===== src/rtl/mvu_csr_apb_master_if.sv =====
// APB bus bundle between the CSR write master and the MVU register file.
// The master drives the address, data and control lines; the completer answers.
interface mvu_csr_apb_master_if #(
  parameter int ADDR_W = 15,
  parameter int DATA_W = 32
) ();
  logic [ADDR_W-1:0] paddr;
  logic [DATA_W-1:0] pwdata;
  logic              psel;
  logic              penable;
  logic              pwrite;
  logic              pready;
  logic              pslverr;

  modport master (
    output paddr, pwdata, psel, penable, pwrite,
    input  pready, pslverr
  );

  modport slave (
    input  paddr, pwdata, psel, penable, pwrite,
    output pready, pslverr
  );
endinterface


===== src/rtl/mvu_csr_apb_master.sv =====
// Write-only APB master that drains a small request queue of MVU CSR writes.
// Requests are queued in order; each becomes one SETUP/ACCESS transfer, with
// back-to-back transfers when the queue stays non-empty.  A completer that
// never raises pready is abandoned after TIMEOUT access cycles.
module mvu_csr_apb_master #(
  parameter int APB_ADDR_WIDTH = 15,
  parameter int APB_DATA_WIDTH = 32,
  parameter int FIFO_DEPTH     = 4,
  parameter int TIMEOUT        = 255
) (
  input  logic                      clk,
  input  logic                      rst,
  input  logic                      req_valid,
  output logic                      req_ready,
  input  logic [APB_ADDR_WIDTH-1:0] req_addr,
  input  logic [APB_DATA_WIDTH-1:0] req_data,
  mvu_csr_apb_master_if.master      apb,
  output logic                      busy,
  output logic                      err,
  input  logic                      err_clr,
  output logic [15:0]               wr_count
);

  localparam int PTR_W   = $clog2(FIFO_DEPTH);
  localparam int ENTRY_W = APB_ADDR_WIDTH + APB_DATA_WIDTH;
  localparam int WAIT_W  = $clog2(TIMEOUT + 1);

  typedef enum logic [1:0] {IDLE, SETUP, ACCESS} state_t;

  state_t state_reg, state_next;

  logic [ENTRY_W-1:0] mem [FIFO_DEPTH];
  logic [PTR_W:0]     wr_ptr_reg, rd_ptr_reg;
  logic [ENTRY_W-1:0] head;
  logic               fifo_full, fifo_empty, push, pop;

  logic [APB_ADDR_WIDTH-1:0] paddr_reg;
  logic [APB_DATA_WIDTH-1:0] pwdata_reg;
  logic [WAIT_W-1:0]         wait_reg, wait_next;
  logic                      complete, abort;
  logic                      err_reg;
  logic [15:0]               wr_count_reg;

  // Pointers carry one extra wrap bit so full and empty are distinguishable.
  assign fifo_empty = (wr_ptr_reg == rd_ptr_reg);
  assign fifo_full  = (wr_ptr_reg[PTR_W] != rd_ptr_reg[PTR_W]) &&
                      (wr_ptr_reg[PTR_W-1:0] == rd_ptr_reg[PTR_W-1:0]);
  assign push       = req_valid && !fifo_full;
  assign head       = mem[rd_ptr_reg[PTR_W-1:0]];

  // Queue storage: written on accept, no reset so it maps onto plain RAM.
  always_ff @(posedge clk) begin
    if (push) begin
      mem[wr_ptr_reg[PTR_W-1:0]] <= {req_addr, req_data};
    end
  end

  // Next-state logic: decides pops, completions and timeout aborts.
  always_comb begin
    state_next = state_reg;
    wait_next  = wait_reg;
    pop        = 1'b0;
    complete   = 1'b0;
    abort      = 1'b0;
    case (state_reg)
      IDLE: begin
        if (!fifo_empty) begin
          pop        = 1'b1;
          state_next = SETUP;
        end
      end
      SETUP: begin
        wait_next  = '0;
        state_next = ACCESS;
      end
      ACCESS: begin
        if (apb.pready) begin
          complete = 1'b1;
        end else if (wait_reg == WAIT_W'(TIMEOUT - 1)) begin
          abort = 1'b1;
        end else begin
          wait_next = wait_reg + WAIT_W'(1);
        end
        // Finishing either way chains straight into the next queued write.
        if (complete || abort) begin
          wait_next = '0;
          if (!fifo_empty) begin
            pop        = 1'b1;
            state_next = SETUP;
          end else begin
            state_next = IDLE;
          end
        end
      end
      default: state_next = IDLE;
    endcase
  end

  // State, queue pointers, APB holding registers, error and transfer count.
  always_ff @(posedge clk) begin
    if (rst) begin
      state_reg    <= IDLE;
      wr_ptr_reg   <= '0;
      rd_ptr_reg   <= '0;
      paddr_reg    <= '0;
      pwdata_reg   <= '0;
      wait_reg     <= '0;
      err_reg      <= 1'b0;
      wr_count_reg <= '0;
    end else begin
      state_reg <= state_next;
      wait_reg  <= wait_next;
      if (push) begin
        wr_ptr_reg <= wr_ptr_reg + (PTR_W + 1)'(1);
      end
      if (pop) begin
        rd_ptr_reg <= rd_ptr_reg + (PTR_W + 1)'(1);
        paddr_reg  <= head[ENTRY_W-1:APB_DATA_WIDTH];
        pwdata_reg <= head[APB_DATA_WIDTH-1:0];
      end
      if (complete) begin
        wr_count_reg <= wr_count_reg + 16'd1;
      end
      // A new error wins over a same-cycle clear.
      if ((complete && apb.pslverr) || abort) begin
        err_reg <= 1'b1;
      end else if (err_clr) begin
        err_reg <= 1'b0;
      end
    end
  end

  assign apb.paddr   = paddr_reg;
  assign apb.pwdata  = pwdata_reg;
  assign apb.psel    = (state_reg != IDLE);
  assign apb.penable = (state_reg == ACCESS);
  assign apb.pwrite  = 1'b1;

  assign req_ready = !fifo_full;
  assign busy      = !fifo_empty || (state_reg != IDLE);
  assign err       = err_reg;
  assign wr_count  = wr_count_reg;

endmodule

===== src/flat_wrapper.sv =====
// flat-port wrapper written by rule: the top's interface ports become plain ports
module mvu_csr_apb_master_flat 
#(
  parameter int APB_ADDR_WIDTH = 15,
  parameter int APB_DATA_WIDTH = 32,
  parameter int FIFO_DEPTH     = 4,
  parameter int TIMEOUT        = 255
)
  (clk, rst, req_valid, req_ready, req_addr, req_data, busy, err, err_clr, wr_count, apb_paddr, apb_pwdata, apb_psel, apb_penable, apb_pwrite, apb_pready, apb_pslverr);
  mvu_csr_apb_master_if apb_i ();
  input  logic clk;
  input  logic rst;
  input  logic req_valid;
  output logic req_ready;
  input  logic [APB_ADDR_WIDTH-1:0] req_addr;
  input  logic [APB_DATA_WIDTH-1:0] req_data;
  output logic busy;
  output logic err;
  input  logic err_clr;
  output logic [15:0] wr_count;
  output wire logic [$bits(apb_i.paddr)-1:0] apb_paddr;
  output wire logic [$bits(apb_i.pwdata)-1:0] apb_pwdata;
  output wire logic [$bits(apb_i.psel)-1:0] apb_psel;
  output wire logic [$bits(apb_i.penable)-1:0] apb_penable;
  output wire logic [$bits(apb_i.pwrite)-1:0] apb_pwrite;
  input wire logic [$bits(apb_i.pready)-1:0] apb_pready;
  input wire logic [$bits(apb_i.pslverr)-1:0] apb_pslverr;
  assign apb_paddr = apb_i.paddr;
  assign apb_pwdata = apb_i.pwdata;
  assign apb_psel = apb_i.psel;
  assign apb_penable = apb_i.penable;
  assign apb_pwrite = apb_i.pwrite;
  assign apb_i.pready = apb_pready;
  assign apb_i.pslverr = apb_pslverr;
  mvu_csr_apb_master #(.APB_ADDR_WIDTH(APB_ADDR_WIDTH), .APB_DATA_WIDTH(APB_DATA_WIDTH), .FIFO_DEPTH(FIFO_DEPTH), .TIMEOUT(TIMEOUT)) u_core (.clk(clk), .rst(rst), .req_valid(req_valid), .req_ready(req_ready), .req_addr(req_addr), .req_data(req_data), .apb(apb_i), .busy(busy), .err(err), .err_clr(err_clr), .wr_count(wr_count));
endmodule

===== config.mk =====
export PLATFORM = sky130hd
export DESIGN_NAME = mvu_csr_apb_master_flat
export DESIGN_NICKNAME = d
export VERILOG_FILES = /design/src/rtl/mvu_csr_apb_master_if.sv /design/src/rtl/mvu_csr_apb_master.sv /design/src/flat_wrapper.sv
export SDC_FILE = /design/constraint.sdc
export NUM_CORES = 1
export LEC_CHECK = 0
export CAP_MARGIN = 10
export CORE_AREA = 2 2 120 209
export DETAILED_ROUTE_END_ITERATION = 6
export DIE_AREA = 0 0 122 211
export GPL_TIMING_DRIVEN = 0
export PLACE_DENSITY = 0.66
export SLEW_MARGIN = 20
export SYNTH_ARGS = -nofsm -noshare
export SYNTH_HDL_FRONTEND = slang
export SYNTH_SLANG_ARGS = --single-unit

===== constraint.sdc =====
create_clock -name clk -period 2.7 [get_ports clk]
set_input_delay 0.54 -clock clk [delete_from_list [all_inputs] [get_ports clk]]
set_output_delay 0.54 -clock clk [all_outputs]
set_load 0.02 [all_outputs]

### Yosys cells after proc, flatten, opt, wreduce, memory -nomap -nowiden

Memories as Yosys holds them, arrays and structs flattened. A register that Yosys moved wholly into a read port is not among the register bits.
Cells that the tools add are included.

| storage, ports and cells | value |
|---|---|
| flip-flop bits (word level) | 33 |
| RAM bits | 188 |
| input port bits | 53 |
| word-level logic and storage cells | 57 |
| memories | 1 |

| cells by class | value |
|---|---|
| add/sub/neg operators | 4 |
| equal/unequal tests | 10 |
| multiplexer cells | 22 |
| reductions and logical operators | 14 |

Memory list:

| name | depth | bits a word | read ports | clocked after memory_dff | write ports | line | text |
|---|---|---|---|---|---|---|---|
| u_core.mem | 4 | 47 | 1 | 1 | 1 | mvu_csr_apb_master.sv:32 | `logic [ENTRY_W-1:0] mem [FIFO_DEPTH];` |

Operator list:

| kind | count |
|---|---|
| 8-bit 2-to-1 mux | 3 |
| 16-bit by 1-bit adder with 16-bit output, second input constant | 1 |
| 8-bit one-hot mux with 2 select lines | 1 |
| 1-bit 2-to-1 mux | 14 |
| 8-bit by 1-bit adder with 8-bit output, second input constant | 1 |
| 8-bit == test, second input constant | 1 |
| 3-bit by 1-bit adder with 3-bit output, second input constant | 2 |
| 2-bit one-hot mux with 3 select lines | 1 |
| 2-bit nonzero test | 3 |
| 2-bit 2-to-1 mux | 2 |
| 3-bit == test | 1 |
| 1-bit logical AND | 3 |
| 1-bit logical OR | 3 |
| 3-bit by 2-bit != test with 1-bit output, second input constant | 1 |
| 3-bit != test, second input constant | 1 |
| 3-bit AND reduction | 1 |
| 2-bit by 1-bit == test with 1-bit output, second input constant | 1 |
| 2-bit == test | 1 |
| 2-bit == test, second input constant | 1 |
| 1-bit logical NOT | 2 |
| 2-bit logical NOT | 1 |
| 2-bit by 1-bit != test with 1-bit output, second input constant | 1 |
| 2-bit != test, second input constant | 1 |
| 1-bit one-hot mux with 2 select lines | 1 |
| 2 further kinds | 2 |

### Longest topological paths before layout

Gate-level depths: netlist (run 1).

| depth | value |
|---|---|
| depth after elaboration | 7 |
| mapped depth | 9 |
| depth with buffers taken out | 6 |

### Least setup slack after synthesis (run 1)

Ideal clock, no wire load.

| timing | value |
|---|---|
| path kind | flip-flop to flip-flop |
| from | reg u_core.rd_ptr_reg[0] |
| to | mem u_core.mem[3][0] (netlist bit), enable pin |
| library setup time | 0.410 ns |
| data arrival time | 2.134 ns |
| path slack | 0.157 ns |
| cell stages (with the launch flop) | 5 |
| path buffers | 1 |
| cell sequence | dfxtp_1 -> buf_2 -> xor2_1 -> o31a_1 -> and2_1 |

| on the way | value |
|---|---|
| longest elaborated chain between the ends | 6 |

RTL lines:

| what | line | text |
|---|---|---|
| start, declared | mvu_csr_apb_master.sv:33 | `logic [PTR_W:0] wr_ptr_reg, rd_ptr_reg;` |
| start signal, assigned | mvu_csr_apb_master.sv:117 | `rd_ptr_reg <= rd_ptr_reg + (PTR_W + 1)'(1);` |
| 2-bit == test | mvu_csr_apb_master.sv:47 | `(wr_ptr_reg[PTR_W-1:0] == rd_ptr_reg[PTR_W-1:0]);` |
| 1-bit logical AND | mvu_csr_apb_master.sv:46 | `assign fifo_full = (wr_ptr_reg[PTR_W] != rd_ptr_reg[PTR_W]) &&` |
| 1-bit logical NOT | mvu_csr_apb_master.sv:48 | `assign push = req_valid && !fifo_full;` |
| 1-bit logical AND | mvu_csr_apb_master.sv:48 |  |
| 1-bit 2-to-1 mux | mvu_csr_apb_master.sv:53 | `if (push) begin` |
| 1-bit 2-to-1 mux (implied by the code) | mvu_csr_apb_master.sv:54 | `mem[wr_ptr_reg[PTR_W-1:0]] <= {req_addr, req_data};` |
| end, declared | mvu_csr_apb_master.sv:32 |  |

Every way passes these cells.

### Worst setup path after layout (run 1)

| timing | value |
|---|---|
| from | reg u_core.state_reg[0] |
| to | out apb_psel |

| on the way | value |
|---|---|
| longest elaborated chain between the ends | 1 |

RTL lines:

| what | line | text |
|---|---|---|
| start, declared | mvu_csr_apb_master.sv:30 | `state_t state_reg, state_next;` |
| start signal, assigned | mvu_csr_apb_master.sv:111 | `state_reg <= state_next;` |
| 2-bit nonzero test | mvu_csr_apb_master.sv:135 | `assign apb.psel = (state_reg != IDLE);` |
| end, declared | flat_wrapper.sv:23 | `output wire logic [$bits(apb_i.psel)-1:0] apb_psel;` |

Every way passes these cells.

==> reports/qor.csv, run 1 <==
stage;metric;value;unit
outcome;status;finished, final reports clean;
timing;WHS;476.2;ps
floorplan;core area;23930;um2
global_routing;GRT met1 Usage;19.96;%
power_and_ir_drop;pwr/cell area;1012;nW/um2
place;number of buffers added on ports;120;
timing;Layout Skew;10.24;ps
clocking;htree depth;1;
global_routing;GR met2 Demand/Resource;31.71;%
worst_setup_path;most frequent CP cell;inv_1;
place;Placed Area;11900;um2
clocking;CTS sink cnt;268;
global_routing;initial antenna violation count;1;
floorplan;num rows;75;
clocking;clk root buf;clkbuf_16;
global_routing;total gr overflow;0;
drt;Remaining DRCs;0;
drt;via count;6057;
place;pre-CTS WS;104.8;ps
synthesis;register area share after synthesis;70.97;%
timing;RSZ-0062 raised after global routing;no;
drt;Post-DRT Antenna Nets;0;
layout;most common cell after layout, fill and taps aside;edfxtp_1;
worst_setup_path;critical path cell sequence;inv_1, ha_1, inv_1, clkdlybuf4s50_1;
worst_setup_path;CP Launch Type;flip-flop;
synthesis;synthesized flop and latch total;268;
worst_setup_path;reg2reg path depth;5;
timing;Tmin final;2505;ps
drt;initial DRC count;420;
worst_setup_path;CP max stage cell;clkdlybuf4s50_1;
place;Final Wtd Congestion;0.7474;
synthesis;YS warnings;0;
clocking;post-CTS setup buffers;0;
synthesis;Avg Synthesized Cell Area;15.49;um2
clocking;TritonCTS clock tree;yes;
layout;Layout Cells excl Fill;1136;
global_routing;met3 track demand over resource;2.592;%
timing;Worst-Margin Slew;778.0;ps
drt;drt total wl;22.01;mm
timing;# setup viols final;0;
place;DP Wirelength;14.57;mm
worst_setup_path;kind of critical path;flip-flop to primary output;
synthesis;synthesized instance count;659;
layout;most frequent cells in the layout;edfxtp_1, clkdlybuf4s50_1, dfxtp_1, a21oi_1, nand3_1;
place;DP Cell Count;1091;
clocking;clock buffer depth;3;
timing;Fmax;0.3992;GHz
power_and_ir_drop;total power;12.89;mW
hold_path;hold crit path type;flip-flop to flip-flop;
drt;router iterations before antenna repair;6;
layout;nets;874;
worst_setup_path;CP arrival;1970;ps
floorplan;Starting Density;42.67;%
timing;fin crit share;92.79;%
timing;Slew Limit Fails;0;
layout;max reg flops;188;
worst_setup_path;CP bufs+invs;3;
floorplan;Die W;122;um
synthesis;library cells used by synthesis;39;
global_routing;first-pass GRT wire length;33.80;mm
layout;final core occ;53.24;%
global_routing;GR peak layer;met2;
power_and_ir_drop;maximum VDD drop;508.9;uV
worst_setup_path;CP top delay family;buffers and inverters;
worst_setup_path;endpoint type of the worst setup path;primary output;
floorplan;IO Pins;122;
synthesis;Post-Syn Area;10210;um2
global_routing;vias in the first global route;6190;
worst_setup_path;Stages on worst setup path;4;
timing;final hold violations;0;
floorplan;Die ar.;25740;um2
timing;setup ws final;194.8;ps
power_and_ir_drop;P_leak;4.137;nW
synthesis;Mapped Nets;724;
worst_setup_path;CP max FO;4;
floorplan;DIE HEIGHT;211;um
timing;Slew HR;47.74;%
global_routing;all-layer global routing usage;17.28;%
layout;Syn-to-layout area delta;24.78;%
clocking;TritonCTS buffer count;24;
global_routing;largest net degree at the start of global routing;40;
drt;Vias/cell;5.332;
hold_path;Worst Hold Path Cells;2;
clocking;Clock Latency Late Sink;530;ps
layout;final instance area;12740;um2
worst_setup_path;CP peak stage delay;630;ps
timing;Setup TNS;0;ps
clocking;clock transition at the registers of the reported paths;70;ps
drt;drt wl/cell;19.38;um
worst_setup_path;Critical Path RT;2160;ps
flow_run;max_cap viols;0;
layout;layout cells sized above 1;14.15;%
[layout make-up]
cell class / instances / area, um2
diodes: 1 / 2.502
plain buffers: 44 / 186.4
clock buffers: 26 / 639.4
clock inverters: 18 / 176.4
fillers: 2019 / 11190
inverters: 9 / 33.78
multi-input cells: 338 / 2784
flip-flops and latches: 268 / 7247
well taps: 308 / 385.4
repair buffers: 124 / 1286
[synthesized netlist by cell type]
cell	n	share of area (%)
o31ai_1	5	0.37
mux4_2	47	10
nor4_1	1	0.061
conb_1	1	0.037
o21ai_1	1	0.049
buf_2	14	0.69
and3_1	3	0.18
buf_1	1	0.037
and2_1	5	0.31
nor2b_1	2	0.12
mux2i_1	1	0.098
nor3_1	1	0.049
xor2_1	15	1.3
clkbuf_1	28	1.0
or4_1	6	0.44
buf_4	1	0.074
nand4_1	8	0.49
ha_1	12	1.5
and4_1	2	0.17
nand2b_1	1	0.061
mux2_2	1	0.11
dfxtp_1	80	16
nand3_1	57	2.8
o21ai_0	55	2.7
edfxtp_1	188	55
o31a_1	1	0.086
a211oi_1	1	0.074
xnor2_1	6	0.51
or3_1	6	0.37
nand3b_1	1	0.074
nand2_1	9	0.33
and2b_1	1	0.074
inv_1	9	0.33
a21oi_1	60	2.9
nor2_1	24	0.88
o21a_1	2	0.15
nand2_2	1	0.061
o2111ai_1	1	0.086
a21o_1	1	0.074
[per-layer routing]
metal / part of all wire [%] / vias up / wire [um]
met5: 0 / - / 0
met2: 55 / 138 / 12040
met1: 38 / 3056 / 8422
li1: - / 2829 / -
met3: 4.4 / 34 / 958
met4: 2.7 / 0 / 590
[worst register-to-register path: cells and delay by family, from the launching register on]
| kind | cells | cell delay, ps |
|---|---|---|
| and+or+nand+nor | 1 | 120 |
| AOI/OAI and AO/OA | 1 | 70 |
| buffers and inverters | 2 | 1050 |
| DFF | 1 | 500 |
| muxes | 1 | 400 |
[where the power goes]
part | leakage, nW | internal [mW] | switching [mW] | total, mW
Combinational | 1.36 | 1.75 | 2.44 | 4.20
Sequential | 2.38 | 4.92 | 0.269 | 5.19
Clock | 0.397 | 2.01 | 1.50 | 3.50
Total | 4.14 | 8.68 | 4.21 | 12.9
[final timing paths]
kind | startpoint | to | slack (ps)
max | u_core.state_reg[0]$_SDFFE_PP0P_ | apb_psel | 190
min reg2reg | u_core.apb.pwdata[9]$_SDFFE_PP0P_ | u_core.apb.pwdata[9]$_SDFFE_PP0P_ | 480
min | u_core.apb.pwdata[9]$_SDFFE_PP0P_ | u_core.apb.pwdata[9]$_SDFFE_PP0P_ | 480
max reg2reg | u_core.rd_ptr_reg[1]$_SDFFE_PP0P_ | u_core.apb.pwdata[28]$_SDFFE_PP0P_ | 420
[repair_timing]
action	CTS	global route
resized for setup	6	0
hold buffers	0	0
endpoints found under the setup margin	2	0
[cells by family (layout without fill, tap and decap cells)]
group / count (synthesis) / count (layout) / synth area share, %
flops: 268 / 268 / 70.97
simple gates: 128 / 128 / 6.470
compound gates: 127 / 127 / 6.519
buf+inv: 53 / 221 / 2.157
mux: 49 / 49 / 10.57
xor+xnor: 21 / 21 / 1.801
fa+ha+maj: 12 / 12 / 1.470
other cells: 1 / 2 / 0.03672
Power figures use the tool's default switching activity.
==> inputs of run 2 (changes only) <==
--- a/config.mk
+++ b/config.mk
@@ -6,11 +6,12 @@
 export NUM_CORES = 1
 export LEC_CHECK = 0
 export CAP_MARGIN = 10
-export CORE_AREA = 2 2 120 209
+export CORE_AREA = 2 2 112 195
 export DETAILED_ROUTE_END_ITERATION = 6
-export DIE_AREA = 0 0 122 211
+export DIE_AREA = 0 0 114 197
 export GPL_TIMING_DRIVEN = 0
-export PLACE_DENSITY = 0.66
+export PLACE_DENSITY = 0.74
+export SKIP_LAST_GASP = 1
 export SLEW_MARGIN = 20
 export SYNTH_ARGS = -nofsm -noshare
 export SYNTH_HDL_FRONTEND = slang
==> reports/qor.csv, run 2 (synthesized netlist as in run 1, its figures left out) <==
stage;metric;value;unit
flow_run;max_cap viols;0;
floorplan;core area;20850;um2
power_and_ir_drop;total power;12.67;mW
layout;max reg flops;188;
floorplan;Starting Density;48.99;%
timing;RSZ-0062 raised after global routing;no;
worst_setup_path;CP max FO;4;
global_routing;vias in the first global route;6262;
power_and_ir_drop;P_leak;4.109;nW
timing;Fmax;0.3980;GHz
global_routing;all-layer global routing usage;19.60;%
power_and_ir_drop;Power Internal;8.482;mW
global_routing;total gr overflow;0;
clocking;htree depth;1;
layout;nets;874;
timing;Layout Skew;10.95;ps
timing;final hold violations;0;
global_routing;initial antenna violation count;1;
timing;# setup viols final;0;
floorplan;Die ar.;22460;um2
clocking;post-CTS setup buffers;0;
drt;Post-DRT Antenna Nets;0;
layout;Syn-to-layout area delta;23.70;%
clocking;CTS sink cnt;268;
hold_path;hold crit path type;flip-flop to flip-flop;
drt;router iterations before antenna repair;5;
timing;Slew HR;41.57;%
layout;layout cells sized above 1;13.32;%
clocking;clk root buf;clkbuf_16;
worst_setup_path;CP arrival;1970;ps
power_and_ir_drop;pwr/cell area;1003;nW/um2
global_routing;first-pass GRT wire length;33.88;mm
outcome;status;finished, final reports clean;
timing;Tmin final;2512;ps
place;DP Wirelength;14.22;mm
power_and_ir_drop;Clk network pwr share;25.6;%
timing;fin crit share;93.05;%
timing;Worst-Margin Slew;869.8;ps
floorplan;IO Pins;122;
clocking;clock transition at the registers of the reported paths;70;ps
layout;most common cell after layout, fill and taps aside;edfxtp_1;
clocking;TritonCTS clock tree;yes;
place;number of buffers added on ports;120;
timing;Slew Limit Fails;0;
global_routing;largest net degree at the start of global routing;40;
layout;Layout Cells excl Fill;1079;
place;Final Wtd Congestion;0.7887;
timing;Setup TNS;0;ps
power_and_ir_drop;Flop pwr share;41.1;%
power_and_ir_drop;maximum VDD drop;683.0;uV
power_and_ir_drop;P_sw;4.192;mW
floorplan;num rows;70;
worst_setup_path;CP Launch Type;flip-flop;
timing;WHS;476.6;ps
place;DP Cell Count;1035;
clocking;TritonCTS buffer count;24;
layout;final core occ;60.59;%
clocking;clock buffer depth;3;
drt;Vias/cell;5.683;
drt;initial DRC count;332;
floorplan;Die W;114;um
power_and_ir_drop;Net Sw Frac;33.07;%
worst_setup_path;Critical Path RT;2160;ps
drt;drt wl/cell;20.25;um
clocking;Clock Latency Late Sink;510;ps
floorplan;DIE HEIGHT;197;um
layout;most frequent cells in the layout;edfxtp_1, clkdlybuf4s50_1, dfxtp_1, a21oi_1, nand3_1;
worst_setup_path;kind of critical path;flip-flop to primary output;
drt;Remaining DRCs;0;
worst_setup_path;endpoint type of the worst setup path;primary output;
clocking;hold_buf cts;0;
drt;drt total wl;21.85;mm
power_and_ir_drop;power share of the combinational group;33.2;%
drt;via count;6132;
[run 2: final cells by class]
class                      count  area (um2)
sequential                   268        7247
clock buffer                  28       636.9
fill                        1598        8214
timing repair buffer         124        1305
buffer                        44       186.4
tap                          252       315.3
multi-input combinational    338        2795
inverter                       9       33.78
antenna                        1       2.502
clock inverter                15       108.9
[run 2: power groups by stage]
stage | Combinational (mW) | Sequential [mW] | Clock, mW
6_report | 4.21 | 5.21 | 3.25
2_1_floorplan | 2.22 | 5.58 | 0
4_1_cts | 4.24 | 5.21 | 3.31
3_5_place_dp | 4.19 | 5.29 | 0
5_1_grt | 4.56 | 5.26 | 3.45
3_3_place_gp | 4.09 | 5.30 | 0
[run 2: layer usage]
metal  share of wire (%)  vias to the layer above  track usage [%]  wire length, um
met3                 4.9                       33            3.106             1080
li1                    -                     2838                -                -
met1                  37                     3102            22.37             8188
met4                 2.1                        0            6.685              460
met5                   0                        -                0                0
met2                  55                      159            36.73            12120
[run 2: stage by stage]
| stage | area, um2 | setup slack (ps) |
|---|---|---|
| 2_1_floorplan | 10210 | 156.6 |
| 3_3_place_gp | 11730 | -1228 |
| 3_5_place_dp | 11840 | 145.2 |
| 4_1_cts | 12610 | -14.10 |
| 5_1_grt | 12630 | 54.83 |
| 6_report | 12630 | 187.7 |
[run 2: worst paths after layout]
check	startpoint	end	slack, ps	cells past startpoint
min reg2reg	u_core.apb.paddr[11]$_SDFFE_PP0P_	u_core.apb.paddr[11]$_SDFFE_PP0P_	480	2
min	u_core.apb.paddr[11]$_SDFFE_PP0P_	u_core.apb.paddr[11]$_SDFFE_PP0P_	480	2
max reg2reg	u_core.rd_ptr_reg[1]$_SDFFE_PP0P_	u_core.apb.pwdata[26]$_SDFFE_PP0P_	370	5
max	u_core.state_reg[1]$_SDFFE_PP0P_	busy	190	6
[run 2: worst max-delay path, cell delays in order, from the launching register on]
cell	delay, ps
dfxtp_1	340
inv_1	100
ha_1	190
inv_1	100
nor4_4	340
inv_1	70
dlygate4sd2_1	320
[run 2: repair_timing]
item	in CTS	in global routing
pin swaps	0	0
endpoints found under the setup margin	1	1
hold endpoints to repair	0	0
resized for setup	4	3
==> inputs of run 3 (changes only) <==
--- a/config.mk
+++ b/config.mk
@@ -6,9 +6,9 @@
 export NUM_CORES = 1
 export LEC_CHECK = 0
 export CAP_MARGIN = 10
-export CORE_AREA = 2 2 112 195
+export CORE_AREA = 4 4 114 197
 export DETAILED_ROUTE_END_ITERATION = 6
-export DIE_AREA = 0 0 114 197
+export DIE_AREA = 0 0 118 201
 export GPL_TIMING_DRIVEN = 0
 export PLACE_DENSITY = 0.74
 export SKIP_LAST_GASP = 1
==> reports/qor.csv, run 3 (synthesized netlist as in run 1, its figures left out) <==
stage;metric;value;unit
timing;Setup TNS;0;ps
global_routing;largest net degree at the start of global routing;38;
global_routing;all-layer global routing usage;18.52;%
drt;initial DRC count;463;
worst_setup_path;CP peak stage delay;630;ps
timing;Fmax;0.3989;GHz
global_routing;GR met2 Demand/Resource;34.80;%
drt;drt wl/cell;20.27;um
drt;Vias/cell;5.631;
worst_setup_path;most frequent CP cell;inv_1;
worst_setup_path;CP max stage cell;clkdlybuf4s50_1;
layout;nets;875;
drt;drt total wl;21.89;mm
power_and_ir_drop;maximum VDD drop;642.2;uV
timing;# setup viols final;0;
floorplan;core area;20850;um2
place;number of buffers added on ports;120;
floorplan;IO Pins;122;
hold_path;Worst Hold Path Cells;2;
timing;WHS;478.1;ps
hold_path;Hold EP;u_core.apb.paddr[13]$_SDFFE_PP0P_;
power_and_ir_drop;total power;12.88;mW
layout;final core occ;60.83;%
floorplan;Die W;118;um
layout;layout cells sized above 1;13.41;%
worst_setup_path;Reg-to-Reg End;u_core.apb.pwdata[28]$_SDFFE_PP0P_;
timing;RSZ-0062 raised after global routing;no;
floorplan;Starting Density;48.99;%
clocking;htree depth;1;
worst_setup_path;CP Launch Type;flip-flop;
place;DP Wirelength;14.55;mm
drt;via count;6082;
place;Final Wtd Congestion;0.7915;
layout;# diodes;0;
hold_path;hold crit path type;flip-flop to flip-flop;
floorplan;num rows;70;
timing;Tmin final;2507;ps
worst_setup_path;kind of critical path;flip-flop to primary output;
clocking;TritonCTS buffer count;25;
outcome;status;finished, final reports clean;
worst_setup_path;CP max FO;4;
layout;most common cell after layout, fill and taps aside;edfxtp_1;
global_routing;GRT met1 Usage;21.49;%
clocking;Clock Latency Late Sink;510;ps
clocking;clock buffer depth;3;
clocking;clk root buf;clkbuf_16;
clocking;clock transition at the registers of the reported paths;70;ps
global_routing;vias in the first global route;6371;
timing;Worst-Margin Slew;868.3;ps
global_routing;met3 track demand over resource;3.609;%
layout;Layout Cells excl Fill;1080;
worst_setup_path;internal reg-to-reg setup slack;390;ps
timing;Slew Limit Fails;0;
flow_run;max_cap viols;0;
timing;final hold violations;0;
timing;Layout Skew;8.154;ps
worst_setup_path;Reg-to-Reg Start;u_core.rd_ptr_reg[1]$_SDFFE_PP0P_;
worst_setup_path;critical path cell sequence;inv_1, ha_1, inv_1, clkdlybuf4s50_1;
layout;max reg flops;188;
layout;most frequent cells in the layout;edfxtp_1, clkdlybuf4s50_1, dfxtp_1, a21oi_1, nand3_1;
drt;router iterations before antenna repair;5;
hold_path;hold_sp;u_core.apb.paddr[13]$_SDFFE_PP0P_;
global_routing;GR peak layer;met2;
drt;Remaining DRCs;0;
clocking;TritonCTS clock tree;yes;
worst_setup_path;CP arrival;1970;ps
timing;fin crit share;92.85;%
place;DP Cell Count;1035;
power_and_ir_drop;pwr/cell area;1016;nW/um2
drt;Post-DRT Antenna Nets;0;
layout;Fillers;1583;
power_and_ir_drop;P_leak;4.139;nW
timing;Slew HR;41.67;%
floorplan;Die ar.;23720;um2
floorplan;DIE HEIGHT;201;um
global_routing;first-pass GRT wire length;35.08;mm
global_routing;total gr overflow;0;
worst_setup_path;endpoint type of the worst setup path;primary output;
global_routing;initial antenna violation count;0;
clocking;CTS sink cnt;268;
worst_setup_path;Critical Path RT;2160;ps
layout;Syn-to-layout area delta;24.19;%
worst_setup_path;reg2reg path depth;5;
## run 3: changes by cell type in the layout (fill, tap and decap cells not counted), sizes merged
| cell | change |
|---|---|
| clkinvlp | -2 |
| bufinv | +2 |
| diode | -1 |
| clkinv | -2 |
| clkbuf | +4 |
## run 3: where the power goes
part | internal [mW] | total [mW] | switching (mW)
logic | 1.76 | 4.20 | 2.44
registers | 4.92 | 5.19 | 0.270
clock network | 2.01 | 3.49 | 1.48
## run 3: critical path: cells and delay by family (launching register included)
family	cells	cell delay, ps
buffers and inverters	3	840
adders and majority gates	1	230
DFF	1	390
## run 3: per-layer routing
metal,part of all wire [%],wire [um],vias up
met5,0,0,-
met4,1.8,384,0
met3,5.3,1170,28
met2,54,11920,177
met1,38,8415,3042
li1,-,-,2835
## run 3: worst max path at each step
stage	start	endpoint	slack, ps	cells after the start
after floorplan	u_core.rd_ptr_reg[0]$_SDFFE_PP0P_	u_core.mem[3][0]$_DFFE_PP_	160	4
after detailed placement	apb_pready	u_core.wr_count[15]$_SDFFE_PP0N_	120	6
after CTS	u_core.rd_ptr_reg[1]$_SDFFE_PP0P_	req_ready	-30	3
final	u_core.state_reg[0]$_SDFFE_PP0P_	apb_psel	190	4
after global placement	req_valid	u_core.wr_ptr_reg[2]$_SDFFE_PP0P_	-1150	4
after global routing	u_core.rd_ptr_reg[0]$_SDFFE_PP0P_	busy	60	5
## run 3: layout make-up
| class | instances | area, um2 | area share (%) |
|---|---|---|---|
| Buffer | 44 | 186.4 | 1.470 |
| Clock buffer | 32 | 651.9 | 5.141 |
| Clock inverter | 13 | 153.9 | 1.214 |
| Inverter | 9 | 33.78 | 0.2664 |
| Multi-Input combinational cell | 338 | 2795 | 22.04 |
| Sequential cell | 268 | 7247 | 57.15 |
| Tap cell | 252 | 315.3 | 2.486 |
| Timing Repair Buffer | 124 | 1297 | 10.23 |
## run 3: through the flow
step           setup WS [ps]  instance area [um2]
2_1_floorplan          156.6                10210
3_3_place_gp           -1153                11730
3_5_place_dp           117.5                11830
4_1_cts               -29.57                12660
5_1_grt                59.39                12680
6_report               193.0                12680
## run 3: repair_timing
item,in CTS,in global routing
pin swaps,0,1
resized for setup,4,3
hold endpoints to repair,0,0
setup buffers,0,0
hold buffers,0,0
setup endpoints to repair,1,2
